## src/rtl/note_player_if.sv

```systemverilog
// Song-reader to note-player handshake: one note per new_note strobe,
// note_done pulses back when the note finishes.
interface note_player_if;
  logic       new_note;
  logic [5:0] note;
  logic [5:0] duration;
  logic       note_done;
  logic       busy;

  modport master (
    output new_note, note, duration,
    input  note_done, busy
  );

  modport slave (
    input  new_note, note, duration,
    output note_done, busy
  );
endinterface

```

## src/rtl/note_player.sv

```systemverilog
// Plays one note at a time as a square wave at the codec sample rate,
// counting its length in beats and honouring play/pause.
module note_player #(
  parameter int                 ACC_W     = 22,
  parameter int                 STEP_W    = 20,
  parameter logic signed [15:0] AMPLITUDE = 16'sd8192
) (
  input  logic                     clk,
  input  logic                     reset,
  input  logic                     play,
  input  logic                     beat,
  input  logic                     generate_next_sample,
  output logic [5:0]               step_addr,
  input  logic [STEP_W-1:0]        step_in,
  output logic signed [15:0]       sample_out,
  output logic                     new_sample_ready,
  note_player_if.slave             song
);

  localparam logic [2:0] S_IDLE = 3'd0;
  localparam logic [2:0] S_WAIT = 3'd1;
  localparam logic [2:0] S_LOAD = 3'd2;
  localparam logic [2:0] S_PLAY = 3'd3;
  localparam logic [2:0] S_DONE = 3'd4;

  logic [2:0]         state_q, state_d;
  logic [5:0]         step_addr_q, step_addr_d;
  logic [5:0]         remaining_q, remaining_d;
  logic [STEP_W-1:0]  step_reg_q, step_reg_d;
  logic [ACC_W-1:0]   acc_q, acc_d;
  logic [ACC_W-1:0]   acc_sum;
  logic signed [15:0] sample_q, sample_d;
  logic               ready_q, ready_d;

  always_comb begin
    state_d     = state_q;
    step_addr_d = step_addr_q;
    remaining_d = remaining_q;
    step_reg_d  = step_reg_q;
    acc_d       = acc_q;
    sample_d    = sample_q;
    ready_d     = generate_next_sample;
    acc_sum     = acc_q + ACC_W'(step_reg_q);

    case (state_q)
      S_IDLE: begin
        if (song.new_note) begin
          step_addr_d = song.note;
          remaining_d = song.duration;
          state_d     = S_WAIT;
        end
      end
      S_WAIT: state_d = S_LOAD;
      S_LOAD: begin
        step_reg_d = (step_addr_q == 6'd0) ? '0 : step_in;
        acc_d      = '0;
        state_d    = (remaining_q == 6'd0) ? S_DONE : S_PLAY;
      end
      S_PLAY: begin
        if (beat && play) begin
          remaining_d = remaining_q - 6'd1;
          if (remaining_q == 6'd1) state_d = S_DONE;
        end
      end
      S_DONE:  state_d = S_IDLE;
      default: state_d = S_IDLE;
    endcase

    // Sample path runs independently of the beat counter so a final beat
    // coinciding with a request still yields a PLAY-rule sample.
    if (generate_next_sample) begin
      if (state_q == S_PLAY && play) begin
        acc_d = acc_sum;
        if (step_reg_q == '0)
          sample_d = '0;
        else
          sample_d = acc_sum[ACC_W-1] ? -AMPLITUDE : AMPLITUDE;
      end else begin
        sample_d = '0;
      end
    end
  end

  always_ff @(posedge clk or negedge reset) begin
    if (!reset) begin
      state_q     <= S_IDLE;
      step_addr_q <= '0;
      remaining_q <= '0;
      step_reg_q  <= '0;
      acc_q       <= '0;
      sample_q    <= '0;
      ready_q     <= 1'b0;
    end else begin
      state_q     <= state_d;
      step_addr_q <= step_addr_d;
      remaining_q <= remaining_d;
      step_reg_q  <= step_reg_d;
      acc_q       <= acc_d;
      sample_q    <= sample_d;
      ready_q     <= ready_d;
    end
  end

  assign step_addr        = step_addr_q;
  assign sample_out       = sample_q;
  assign new_sample_ready = ready_q;
  assign song.note_done   = (state_q == S_DONE);
  assign song.busy        = (state_q != S_IDLE);

endmodule

```

## src/flat_wrapper.sv

```systemverilog
// flat-port wrapper written by rule: the top's interface ports become plain ports
module note_player_flat 
#(
  parameter int                 ACC_W     = 22,
  parameter int                 STEP_W    = 20,
  parameter logic signed [15:0] AMPLITUDE = 16'sd8192
)
  (clk, reset, play, beat, generate_next_sample, step_addr, step_in, sample_out, new_sample_ready, song_new_note, song_note, song_duration, song_note_done, song_busy);
  note_player_if song_i ();
  input  logic clk;
  input  logic reset;
  input  logic play;
  input  logic beat;
  input  logic generate_next_sample;
  output logic [5:0] step_addr;
  input  logic [STEP_W-1:0] step_in;
  output logic signed [15:0] sample_out;
  output logic new_sample_ready;
  input wire logic [$bits(song_i.new_note)-1:0] song_new_note;
  input wire logic [$bits(song_i.note)-1:0] song_note;
  input wire logic [$bits(song_i.duration)-1:0] song_duration;
  output wire logic [$bits(song_i.note_done)-1:0] song_note_done;
  output wire logic [$bits(song_i.busy)-1:0] song_busy;
  assign song_i.new_note = song_new_note;
  assign song_i.note = song_note;
  assign song_i.duration = song_duration;
  assign song_note_done = song_i.note_done;
  assign song_busy = song_i.busy;
  note_player #(.ACC_W(ACC_W), .STEP_W(STEP_W), .AMPLITUDE(AMPLITUDE)) u_core (.clk(clk), .reset(reset), .play(play), .beat(beat), .generate_next_sample(generate_next_sample), .step_addr(step_addr), .step_in(step_in), .sample_out(sample_out), .new_sample_ready(new_sample_ready), .song(song_i));
endmodule
```

## config.mk

```make
export PLATFORM = sky130hd
export DESIGN_NAME = note_player_flat
export DESIGN_NICKNAME = d
export VERILOG_FILES = /design/src/rtl/note_player_if.sv /design/src/rtl/note_player.sv /design/src/flat_wrapper.sv
export SDC_FILE = /design/constraint.sdc
export NUM_CORES = 1
export LEC_CHECK = 0
export CAP_MARGIN = 40
export CORE_ASPECT_RATIO = 0.8
export CORE_MARGIN = 2
export CORE_UTILIZATION = 49
export DETAILED_ROUTE_END_ITERATION = 10
export GPL_ROUTABILITY_DRIVEN = 0
export PLACE_DENSITY = 0.77
export SLEW_MARGIN = 25
export SYNTH_ARGS = -nofsm -noshare
export SYNTH_HDL_FRONTEND = slang
export SYNTH_SLANG_ARGS = --single-unit
```

## constraint.sdc

```tcl
create_clock -name clk -period 2.43 [get_ports clk]
set_input_delay 0.729 -clock clk [delete_from_list [all_inputs] [get_ports clk]]
set_output_delay 0.729 -clock clk [all_outputs]
set_load 0.02 [all_outputs]
```

==> flow_results.xml <==
<?xml version="1.0" encoding="UTF-8"?>
<metrics>
  <group name="synthesis">
    <metric name="avg_cell_area_syn" unit="sq um">8.76</metric>
    <metric name="synth-main-ff-cell" unit="">dfrtp_1</metric>
    <metric name="netlist.top_cell.by_area" unit="">dfrtp_1</metric>
    <metric name="synth_cell_type_count" unit="">56</metric>
    <metric name="synth-seq-area-share" unit="%">39.9</metric>
    <metric name="synth_area" unit="sq um">3770</metric>
    <metric name="fraction_of_the_mapped_netlist_area_in_simple_logic_gates" unit="%">19.1</metric>
    <metric name="synth-compound-area-share" unit="%">21.1</metric>
    <metric name="synth.area.top_cells" unit="">dfrtp_1 (40%), o21ai_0 (7.4%), ha_1 (7.3%), nand2_1 (6.9%), nand3_1 (3.5%)</metric>
    <metric name="synth-xor-area-share" unit="%">3.49</metric>
    <metric name="asyncSetResetFlopFracSynth" unit="%">100</metric>
    <metric name="yosys.cell_count.top_type" unit="">nand2_1</metric>
    <metric name="synth_adder_area_share" unit="%">7.84</metric>
    <metric name="synth_top_cells_by_count" unit="">nand2_1 (69), dfrtp_1 (60), o21ai_0 (56), nand3_1 (26), a21oi_1 (23)</metric>
    <metric name="number_of_synthesized_flops_with_an_enable_pin" unit="">0</metric>
    <metric name="synth_cells" unit="">430</metric>
    <metric name="synth_top_area_share" unit="%">39.9</metric>
    <metric name="synth_mux_area_share" unit="%">2.89</metric>
    <metric name="synth.yosys.warnings" unit="">0</metric>
    <metric name="ys_ff_latch" unit="">60</metric>
    <metric name="largest_family_of_logic_cells_by_synthesized_area" unit="">compound AO/OA/AOI/OAI gates</metric>
  </group>
  <group name="sta">
    <metric name="final_layout_setup_total_negative_slack" unit="ns">0</metric>
    <metric name="timing.hold.ws" unit="ns">0.360</metric>
    <metric name="transition_time_at_the_pin_with_the_least_slew_margin" unit="ns">0.708</metric>
    <metric name="timing.fmax" unit="MHz">422</metric>
    <metric name="rsz0062_at_grt" unit="">true</metric>
    <metric name="layout_min_cycle_time" unit="ns">2.37</metric>
    <metric name="setup_violations" unit="">0</metric>
    <metric name="max_slew_margin" unit="%">52.8</metric>
    <metric name="fin_crit_sh" unit="%">97.4</metric>
    <metric name="number_of_endpoints_with_negative_hold_slack_in_the_final_report" unit="">0</metric>
    <metric name="fin_skew" unit="ns">0.0126</metric>
    <metric name="final_max_slew_viol_count" unit="">0</metric>
  </group>
  <group name="finish">
    <metric name="num-nets-final" unit="">543</metric>
    <metric name="synthToLayoutAreaGrowth" unit="%">24.9</metric>
    <metric name="drive_gt1_share" unit="%">11.9</metric>
    <metric name="fillers" unit="">628</metric>
    <metric name="antenna_cells" unit="">0</metric>
  </group>
  <group name="worst_setup_path">
    <metric name="longest_individual_stage_delay_on_the_worst_path" unit="ns">0.42</metric>
    <metric name="slowest_stage" unit="">dfrtp_1</metric>
    <metric name="worst_setup_path_end_kind" unit="">flop</metric>
    <metric name="worst_ep_arrival_time" unit="ns">2.59</metric>
    <metric name="critical_path_class" unit="">reg2reg</metric>
    <metric name="timing.critical_path.required" unit="ns">2.65</metric>
    <metric name="worstPathCellList" unit="">ha_4 -&gt; fa_2 -&gt; a21o_1 -&gt; a311oi_2 -&gt; o21a_2 -&gt; o31ai_4 -&gt; a21oi_2 -&gt; o41ai_2 -&gt; mux2i_1</metric>
    <metric name="critPathLaunchType" unit="">flop</metric>
    <metric name="timing.critical_path.fanout_max" unit="">3</metric>
  </group>
  <group name="floorplanning">
    <metric name="placement_rows" unit="">28</metric>
    <metric name="die-height" unit="um">82.4</metric>
    <metric name="dieArea" unit="sq um">8410</metric>
    <metric name="start_util" unit="%">50.7</metric>
    <metric name="core-area" unit="sq um">7430</metric>
    <metric name="i_o_pin_total" unit="">63</metric>
    <metric name="die_w" unit="um">102</metric>
  </group>
  <group name="route">
    <metric name="num_vias" unit="">3385</metric>
    <metric name="count_of_nets_left_with_antenna_violations_after_detail_routing" unit="">0</metric>
    <metric name="wl_on_met1" unit="um">4200</metric>
    <metric name="route.detailed.drc" unit="">0</metric>
    <metric name="drtIter0Drc" unit="">210</metric>
    <metric name="wl_met2" unit="um">4330</metric>
    <metric name="detail_route.vias_per_cell" unit="">5.72</metric>
    <metric name="routed.top_layer" unit="">met4</metric>
    <metric name="drt_pass1_iterations" unit="">5</metric>
    <metric name="wl_per_cell" unit="um">15.8</metric>
    <metric name="met3_wirelength" unit="um">683</metric>
    <metric name="route.final.wire_length" unit="um">9330</metric>
  </group>
  <group name="power_and_ir_drop">
    <metric name="vdd_drop_max" unit="uV">736</metric>
    <metric name="power_density" unit="nW/um^2">1380</metric>
    <metric name="p_leak" unit="nW">2.04</metric>
  </group>
  <group name="hold_path">
    <metric name="holdCritPathClass" unit="">in2async</metric>
  </group>
  <group name="clocking">
    <metric name="clock_sinks" unit="">60</metric>
    <metric name="cts.reportedPaths.clkPinSlew" unit="ns">0.08</metric>
    <metric name="htreeDepth" unit="">3</metric>
    <metric name="cts_tree" unit="">yes</metric>
    <metric name="clock_tree.root_cell" unit="">clkbuf_8</metric>
    <metric name="postCtsHoldBufs" unit="">0</metric>
    <metric name="worstSkewPairLatency" unit="ns">0.35</metric>
    <metric name="numCtsBuffers" unit="">9</metric>
    <metric name="clk_path_buf_depth" unit="">2</metric>
  </group>
  <group name="global_route">
    <metric name="grtUsageTotal" unit="%">23.7</metric>
    <metric name="grt-ovfl-total" unit="">0</metric>
    <metric name="number_of_antenna_violations_at_the_first_check_in_global_routing" unit="">0</metric>
    <metric name="grt_start_max_net_pins" unit="">61</metric>
    <metric name="wire_length_of_the_first_global_routing_pass" unit="um">15300</metric>
    <metric name="grt_pass1_vias" unit="">3164</metric>
  </group>
  <group name="status">
    <metric name="outcome" unit="">finished clean</metric>
  </group>
  <group name="place">
    <metric name="hpwl" unit="um">6690</metric>
    <metric name="numPortBuffers" unit="">49</metric>
  </group>
  <group name="flow_run">
    <metric name="cap_violations" unit="">0</metric>
  </group>
</metrics>
## sequential cells by signal, indices dropped and copies added (netlist names)
register,flops
u_core.sample_out,2
u_core.step_addr,6
u_core.acc_q,22
u_core.step_reg_q,20
u_core.remaining_q,6
u_core.state_q,3
u_core.new_sample_ready,1
## power breakdown
group | switching, W | internal [W] | total (W)
registers | 0.000454 | 0.00146 | 0.00191
clock network | 0.000426 | 0.000792 | 0.00122
logic | 0.00195 | 0.00140 | 0.00335
## path summary, 6_finish.rpt
| check | from | cells after the start | slack [ns] | endpoint |
|---|---|---|---|---|
| setup / recovery | u_core.step_reg_q[0]$_DFFE_PN0P_ | 9 | 0.06 | u_core.acc_q[20]$_DFF_PN0_ |
| hold reg to reg | u_core.step_reg_q[13]$_DFFE_PN0P_ | 2 | 0.52 | u_core.step_reg_q[13]$_DFFE_PN0P_ |
| hold / removal | reset | 2 | 0.36 | u_core.acc_q[19]$_DFF_PN0_ |
| min in group clk | u_core.step_reg_q[13]$_DFFE_PN0P_ | 2 | 0.52 | u_core.step_reg_q[13]$_DFFE_PN0P_ |
| setup reg to reg | u_core.step_reg_q[0]$_DFFE_PN0P_ | 9 | 0.06 | u_core.acc_q[20]$_DFF_PN0_ |
| max in group asynchronous | reset | 2 | 1.77 | u_core.acc_q[21]$_DFF_PN0_ |
## cell usage in the layout (no fill, tap or decap), types with 4 or more instances in the layout
master / count
nand3_1: 26
mux2_2: 7
clkdlybuf4s50_1: 46
conb_1: 13
nor2_1: 20
dfrtp_1: 60
o31ai_1: 6
xor2_1: 6
buf_4: 15
xnor2_1: 9
a21o_1: 7
nor3_1: 9
nor4_1: 6
o21ai_0: 53
a21oi_1: 23
clkbuf_8: 9
nand4_1: 4
bufinv_16: 4
or3_1: 4
o211ai_1: 5
and3_1: 4
inv_1: 6
ha_1: 18
nand2_1: 69
## layout make-up
type | count | area, sq um | area share (%)
Inverter | 6 | 22.5 | 0.479
Timing Repair Buffer | 65 | 619 | 13.2
Multi-Input combinational cell | 340 | 2160 | 45.9
Tap cell | 105 | 131 | 2.79
Sequential cell | 60 | 1500 | 31.9
Clock inverter | 7 | 146 | 3.11
Clock buffer | 9 | 124 | 2.63
## timing repair
| item | in CTS | in global routing |
|---|---|---|
| pin swaps | 2 | 7 |
| cloned | 0 | 0 |
| gates resized for setup | 2 | 13 |
| setup buffers | 0 | 1 |
| setup endpoints to repair | 6 | 8 |
## worst max-delay path, delay by kind of cell (launching register included)
| family | cells | cell delay (ns) |
|---|---|---|
| AOI/OAI and AO/OA | 6 | 1.13 |
| DFF | 1 | 0.42 |
| muxes | 1 | 0.13 |
| adders and majority gates | 2 | 0.54 |
## kinds of logic after synthesis
logic type               count (synthesis)
AND/OR/NAND/NOR                        155
AO/OA/AOI/OAI                          124
flip-flops                              60
buffers and inverters                   42
adder cells (fa/ha/maj)                 23
XOR/XNOR                                15
multiplexers                            10
other                                    1
## metrics by stage
step                      cell area, sq um  power (W)  utilization, %  setup slack, ns  instances
after global placement                4360    0.00493            58.7          -0.0229        575
after detailed placement              4360    0.00509            58.7          -0.0928        575
after CTS                             4640    0.00636            62.4          0.00987        591
after floorplan                       3810    0.00415               -            0.132        442
after global routing                  4700    0.00697            63.3         -0.00384        592
final                                 4700    0.00648            63.3           0.0621        592
## layer usage
| layer | up-vias | global-route usage [%] |
|---|---|---|
| met3 | 12 | 7.74 |
| li1 | 1627 | - |
| met5 | - | 0 |
| met1 | 1623 | 33.1 |
| met2 | 123 | 35.9 |
| met4 | 0 | 5.47 |
(Power assumes the default switching activity.)
